$ cat src/rtl/led_pkg.sv
// Shared mode encoding for the LED mode sequencer and its prescaler.
package led_pkg;

    typedef enum logic [1:0] {
        LED_MODE_OFF   = 2'd0,
        LED_MODE_SOLID = 2'd1,
        LED_MODE_BLINK = 2'd2,
        LED_MODE_CHASE = 2'd3
    } led_mode_t;

    // Plain constants for the FSM so the state register stays a bare vector.
    localparam logic [1:0] ST_OFF   = 2'd0;
    localparam logic [1:0] ST_SOLID = 2'd1;
    localparam logic [1:0] ST_BLINK = 2'd2;
    localparam logic [1:0] ST_CHASE = 2'd3;

    function automatic logic [1:0] mode_advance(input logic [1:0] m);
        return m + 2'd1;
    endfunction

endpackage

$ cat src/rtl/led_tick_prescaler.sv
// Divides the tick strobe by SLOW_DIV and toggles the BLINK phase on each wrap.
module led_tick_prescaler
    import led_pkg::*;
#(
    parameter int SLOW_DIV = 4
) (
    input  logic clk,
    input  logic rst_n,
    input  logic clear,
    input  logic enable,
    input  logic tick,
    output logic phase
);

    localparam int CW = (SLOW_DIV > 1) ? $clog2(SLOW_DIV) : 1;
    localparam logic [CW-1:0] CNT_MAX = CW'(SLOW_DIV - 1);

    logic [CW-1:0] cnt_q, cnt_d;
    logic          phase_q, phase_d;

    // Clear beats enable so a tick in the entry cycle is dropped.
    always_comb begin
        cnt_d   = cnt_q;
        phase_d = phase_q;
        if (clear) begin
            cnt_d   = '0;
            phase_d = 1'b1;
        end else if (enable && tick) begin
            if (cnt_q == CNT_MAX) begin
                cnt_d   = '0;
                phase_d = ~phase_q;
            end else begin
                cnt_d = cnt_q + CW'(1);
            end
        end
    end

    always_ff @(posedge clk or negedge rst_n) begin
        if (!rst_n) begin
            cnt_q   <= '0;
            phase_q <= 1'b1;
        end else begin
            cnt_q   <= cnt_d;
            phase_q <= phase_d;
        end
    end

    assign phase = phase_q;

endmodule

$ cat src/rtl/led_mode_sequencer.sv
// Four-mode LED sequencer: OFF / SOLID / BLINK / CHASE driven by button pulses and a tick.
module led_mode_sequencer
    import led_pkg::*;
#(
    parameter int NUM_LEDS = 4,
    parameter int SLOW_DIV = 4
) (
    input  logic                clk,
    input  logic                rst_n,
    input  logic                tick,
    input  logic                btn_adv,
    input  logic                btn_off,
    output logic [NUM_LEDS-1:0] led,
    output logic [1:0]          mode,
    output logic                mode_chg
);

    logic [1:0]          state_q, state_d;
    logic [NUM_LEDS-1:0] chase_q, chase_d;
    logic                chg_q;
    logic                change;
    logic                blink_phase;

    // btn_off has priority; in OFF it is a no-op and not a transition.
    always_comb begin
        state_d = state_q;
        change  = 1'b0;
        if (btn_off) begin
            state_d = ST_OFF;
            change  = (state_q != ST_OFF);
        end else if (btn_adv) begin
            state_d = mode_advance(state_q);
            change  = 1'b1;
        end
    end

    always_comb begin
        chase_d = chase_q;
        if (change) begin
            chase_d = {{(NUM_LEDS-1){1'b0}}, 1'b1};
        end else if ((state_q == ST_CHASE) && tick) begin
            chase_d = {chase_q[NUM_LEDS-2:0], chase_q[NUM_LEDS-1]};
        end
    end

    led_tick_prescaler #(
        .SLOW_DIV (SLOW_DIV)
    ) u_prescaler (
        .clk    (clk),
        .rst_n  (rst_n),
        .clear  (change),
        .enable ((state_q == ST_BLINK) && !change),
        .tick   (tick),
        .phase  (blink_phase)
    );

    always_ff @(posedge clk or negedge rst_n) begin
        if (!rst_n) begin
            state_q <= ST_OFF;
            chase_q <= {{(NUM_LEDS-1){1'b0}}, 1'b1};
            chg_q   <= 1'b0;
        end else begin
            state_q <= state_d;
            chase_q <= chase_d;
            chg_q   <= change;
        end
    end

    // LED drive is a pure decode of flops: no input-to-output path.
    always_comb begin
        led = '0;
        case (state_q)
            ST_SOLID: led = '1;
            ST_BLINK: led = {NUM_LEDS{blink_phase}};
            ST_CHASE: led = chase_q;
            default:  led = '0;
        endcase
    end

    assign mode     = state_q;
    assign mode_chg = chg_q;

endmodule

$ cat config.mk
export PLATFORM = sky130hd
export DESIGN_NAME = led_mode_sequencer
export DESIGN_NICKNAME = d
export VERILOG_FILES = /design/src/rtl/led_pkg.sv /design/src/rtl/led_tick_prescaler.sv /design/src/rtl/led_mode_sequencer.sv
export SDC_FILE = /design/constraint.sdc
export NUM_CORES = 1
export LEC_CHECK = 0
export ABC_AREA = 1
export CORE_MARGIN = 2
export CORE_UTILIZATION = 40
export DETAILED_ROUTE_END_ITERATION = 16
export PLACE_DENSITY_LB_ADDON = 0.12
export SYNTH_ARGS = -nofsm -noshare
export SYNTH_HDL_FRONTEND = slang
export SYNTH_HIERARCHICAL = 1
export SYNTH_SLANG_ARGS = --single-unit
$ cat constraint.sdc
create_clock -name clk -period 1.4 [get_ports clk]
set_input_delay 0.21 -clock clk [delete_from_list [all_inputs] [get_ports clk]]
set_output_delay 0.21 -clock clk [all_outputs]
set_load 0.05 [all_outputs]
==> impl_metrics.csv <==
group,metric,value,unit
floorplanning,core,0.001471,sq mm
layout,nFillCells,127,
timing,layout_setup_ws,-0.1905,ns
cts,clock_sinks,10,
worst_setup_path,startpoint_type,"register",
worst_setup_path,worstSetupPathType,"register to output pin",
cts,holdBufCountCts,0,
cts,clk_path_buf_depth,2,
timing,period_needed,1.590,ns
timing,fmax,0.6287,GHz
floorplanning,dieArea,0.001845,sq mm
timing,fin_crit_sh,113.6,%
logic_synthesis,ys_ff_latch,10,
routing,drt_iter0_drc,8,
grt,grt_pass1_wl,2159,um
worst_setup_path,ff2ff_setup_slack,-0.01,ns
layout,area_growth,61.03,%
placed_design,detailed_place_hpwl,971.9,um
logic_synthesis,syn_inst,83,
routing,viasPerCell,4.760,
logic_synthesis,synth.top_cells.by_area,"dfrtp_1, nand2_1, nand3_1",
floorplanning,die_w,42.95,um
floorplanning,initial_core_util,41.24,%
worst_setup_path,crit_path_end_kind,"output pin",
cts,clk_latency,0.27,ns
timing,fin_setup_tns,-0.7520,ns
grt,grt_use_total,16.20,%
routing,drc,0,
grt,grt_max_degree,11,
worst_setup_path,crit_required,1.19,ns
floorplanning,die_h,42.95,um
worst_setup_path,cp.arrival,1.38,ns
routing,firstDrtPassIters,4,
cts,cts_buffers,3,
placed_design,gp_congestion,0.7623,
power,power.density,847.9,mW/mm^2
layout,multi_input_area,385.4,sq um
logic_synthesis,synth_cell_type_count,14,
power,irDropWorstVdd,665.4,uV
logic_synthesis,synth_seq_area_share,41.65,%
logic_synthesis,netlist.area_leader.share,32.99,%
grt,grt_pass1_vias,516,
power,p_leak,0.5074,nW
worst_setup_path,crit_fanout,4,
layout,seq_area,257.7,sq um
grt,antenna_found_initial,0,
timing,max_slew_margin,70.56,%
worst_setup_path,cpPeakStageDelay,0.52,ns
job,cap_viol_max_count,0,
cts,clock-root-buffer,"clkbuf_4",
logic_synthesis,yosysWarningCount,6,
layout,n_antenna_cell,0,
timing,tightest_slew,0.4402,ns
cts,clkSlewWorstSetupHoldPaths,0.07,ns
worst_setup_path,cpMostUsedCell,"nand2_4",
timing,grt_setup_unrepaired,"true",
timing,setup_viol,6,
timing,hold_viol_final,0,
timing,finalMaxSlewViolations,0,
timing,fin_skew,0.0004735,ns
routing,ant_nets,0,
worst_setup_path,crit_slowest_cell,"dfrtp_4",
floorplanning,rows,14,
run_status,status,"finished, violations left",
floorplanning,floorplan.io_pins,12,
layout,nets,115,
cts,cts_tree,"built",
power,total_power,828.5,uW
placed_design,port-buffer-count,11,
logic_synthesis,avgSynthCellArea,7.311,sq um
run_status,violations,"negative setup slack",
routing,wl_per_cell,10.50,um
routing,drt_wl_total,1271,um
cts,htreeDepth,1,
worst_setup_path,crit_chain,"ha_4 > nand2_4 > nand2_1 > nand2_2 > nand2_4 > buf_12",
logic_synthesis,synth_nets,92,
logic_synthesis,syn_area,606.8,sq um
grt,grt-ovfl-total,0,
logic_synthesis,yosysTopAreaCell,"dfrtp_1",
routing,via_count,576,
layout,drive_above_1_share,47.62,%
hold_path,hp-class,"primary input to async pin",
worst_setup_path,reg2regPathDepth,10,
## sequential cells by signal, indices dropped and copies added, names as in the netlist
register,cells
u_prescaler/cnt_q,2
chase_q,4
mode_chg,1
u_prescaler/phase,1
mode,2
## final cells by class
| class | count | area share [%] |
|---|---|---|
| clock buffer | 4 | 2.689 |
| inverter | 12 | 4.866 |
| multi-input combinational | 60 | 39.44 |
| sequential | 10 | 26.38 |
| tap | 16 | 2.049 |
| timing repair buffer | 19 | 24.58 |
## per-layer routing
layer	wire length, um	up-vias	track usage [%]
met1	566	257	20.74
met3	64	4	3.830
li1	-	301	-
met4	41	0	10.91
met2	598	14	23.94
met5	0	-	0
## critical path, delay by kind of cell, from the launching register on
family | cells | cell delay [ns]
buf+inv | 1 | 0.15
simple gates | 4 | 0.25
flops | 1 | 0.52
fa+ha+maj | 1 | 0.19
## cell usage in the layout (no fill, tap or decap)
cell	instances
o21ai_0	1
ha_2	1
o21ai_1	1
nand3_1	12
dfrtp_4	1
dfstp_2	2
ha_4	2
ha_1	1
nand2_4	6
buf_4	8
clkdlybuf4s50_1	4
inv_1	6
nor2_1	1
o21ai_2	1
nand2_2	11
clkbuf_4	3
buf_12	7
nand2_1	22
inv_2	5
inv_4	1
clkbuf_1	1
dfrtp_1	6
dfrtp_2	1
nor2_2	1
## timing repair
action,in CTS,in global routing
setup buffers,2,0
hold endpoints to repair,0,0
pin swaps,2,2
setup endpoints to repair,4,7
gates resized for setup,8,3
## metrics by stage
step	hold slack (ns)	utilization, %	instance area (sq um)	std cells	setup WS [ns]
after global placement	0.4718	61.05	898.4	115	0.03548
after floorplan	-0.08559	-	664.4	83	-0.0008873
final	0.2461	66.41	977.2	121	-0.1905
after global routing	0.2889	66.41	977.2	121	-0.2434
after CTS	0.2547	65.90	969.7	121	-0.1967
after detailed placement	0.4669	61.05	898.4	115	0.01013
## cell usage after synthesis
cell type and number:
o21ai_0 1, nand2_1 35, o21ai_2 1, dfstp_2 2
nand2_2 3, dfrtp_1 8, nand2_4 1, inv_1 8
ha_1 4, buf_6 1, inv_2 4, nor2_1 2
o21ai_1 1, nand3_1 12
## worst paths after layout
| check | from | end |
|---|---|---|
| setup / recovery | mode[1] | led[1] |
| hold / removal | rst_n | u_prescaler/cnt_q[1] |
| setup reg to reg | mode[1] | u_prescaler/phase |
| hold reg to reg | u_prescaler/phase | u_prescaler/phase |
| max in group asynchronous | rst_n | mode[1] |
| min in group clk | u_prescaler/phase | u_prescaler/phase |
## logic make-up after synthesis
| family | count (synthesis) | share of synthesized area, % |
|---|---|---|
| AO/OA/AOI/OAI | 3 | 3.091 |
| adder cells (fa/ha/maj) | 4 | 8.248 |
| buffers and inverters | 13 | 9.278 |
| flip-flops | 10 | 41.65 |
| AND/OR/NAND/NOR | 53 | 37.73 |
## report_power, final
| part | leakage, nW | total, mW | switching, mW | internal [mW] |
|---|---|---|---|---|
| Combinational | 0.367 | 0.299 | 0.164 | 0.135 |
| Clock | 0.0150 | 0.215 | 0.105 | 0.110 |
| Sequential | 0.126 | 0.314 | 0.0132 | 0.301 |
(Power assumes the default switching activity.)
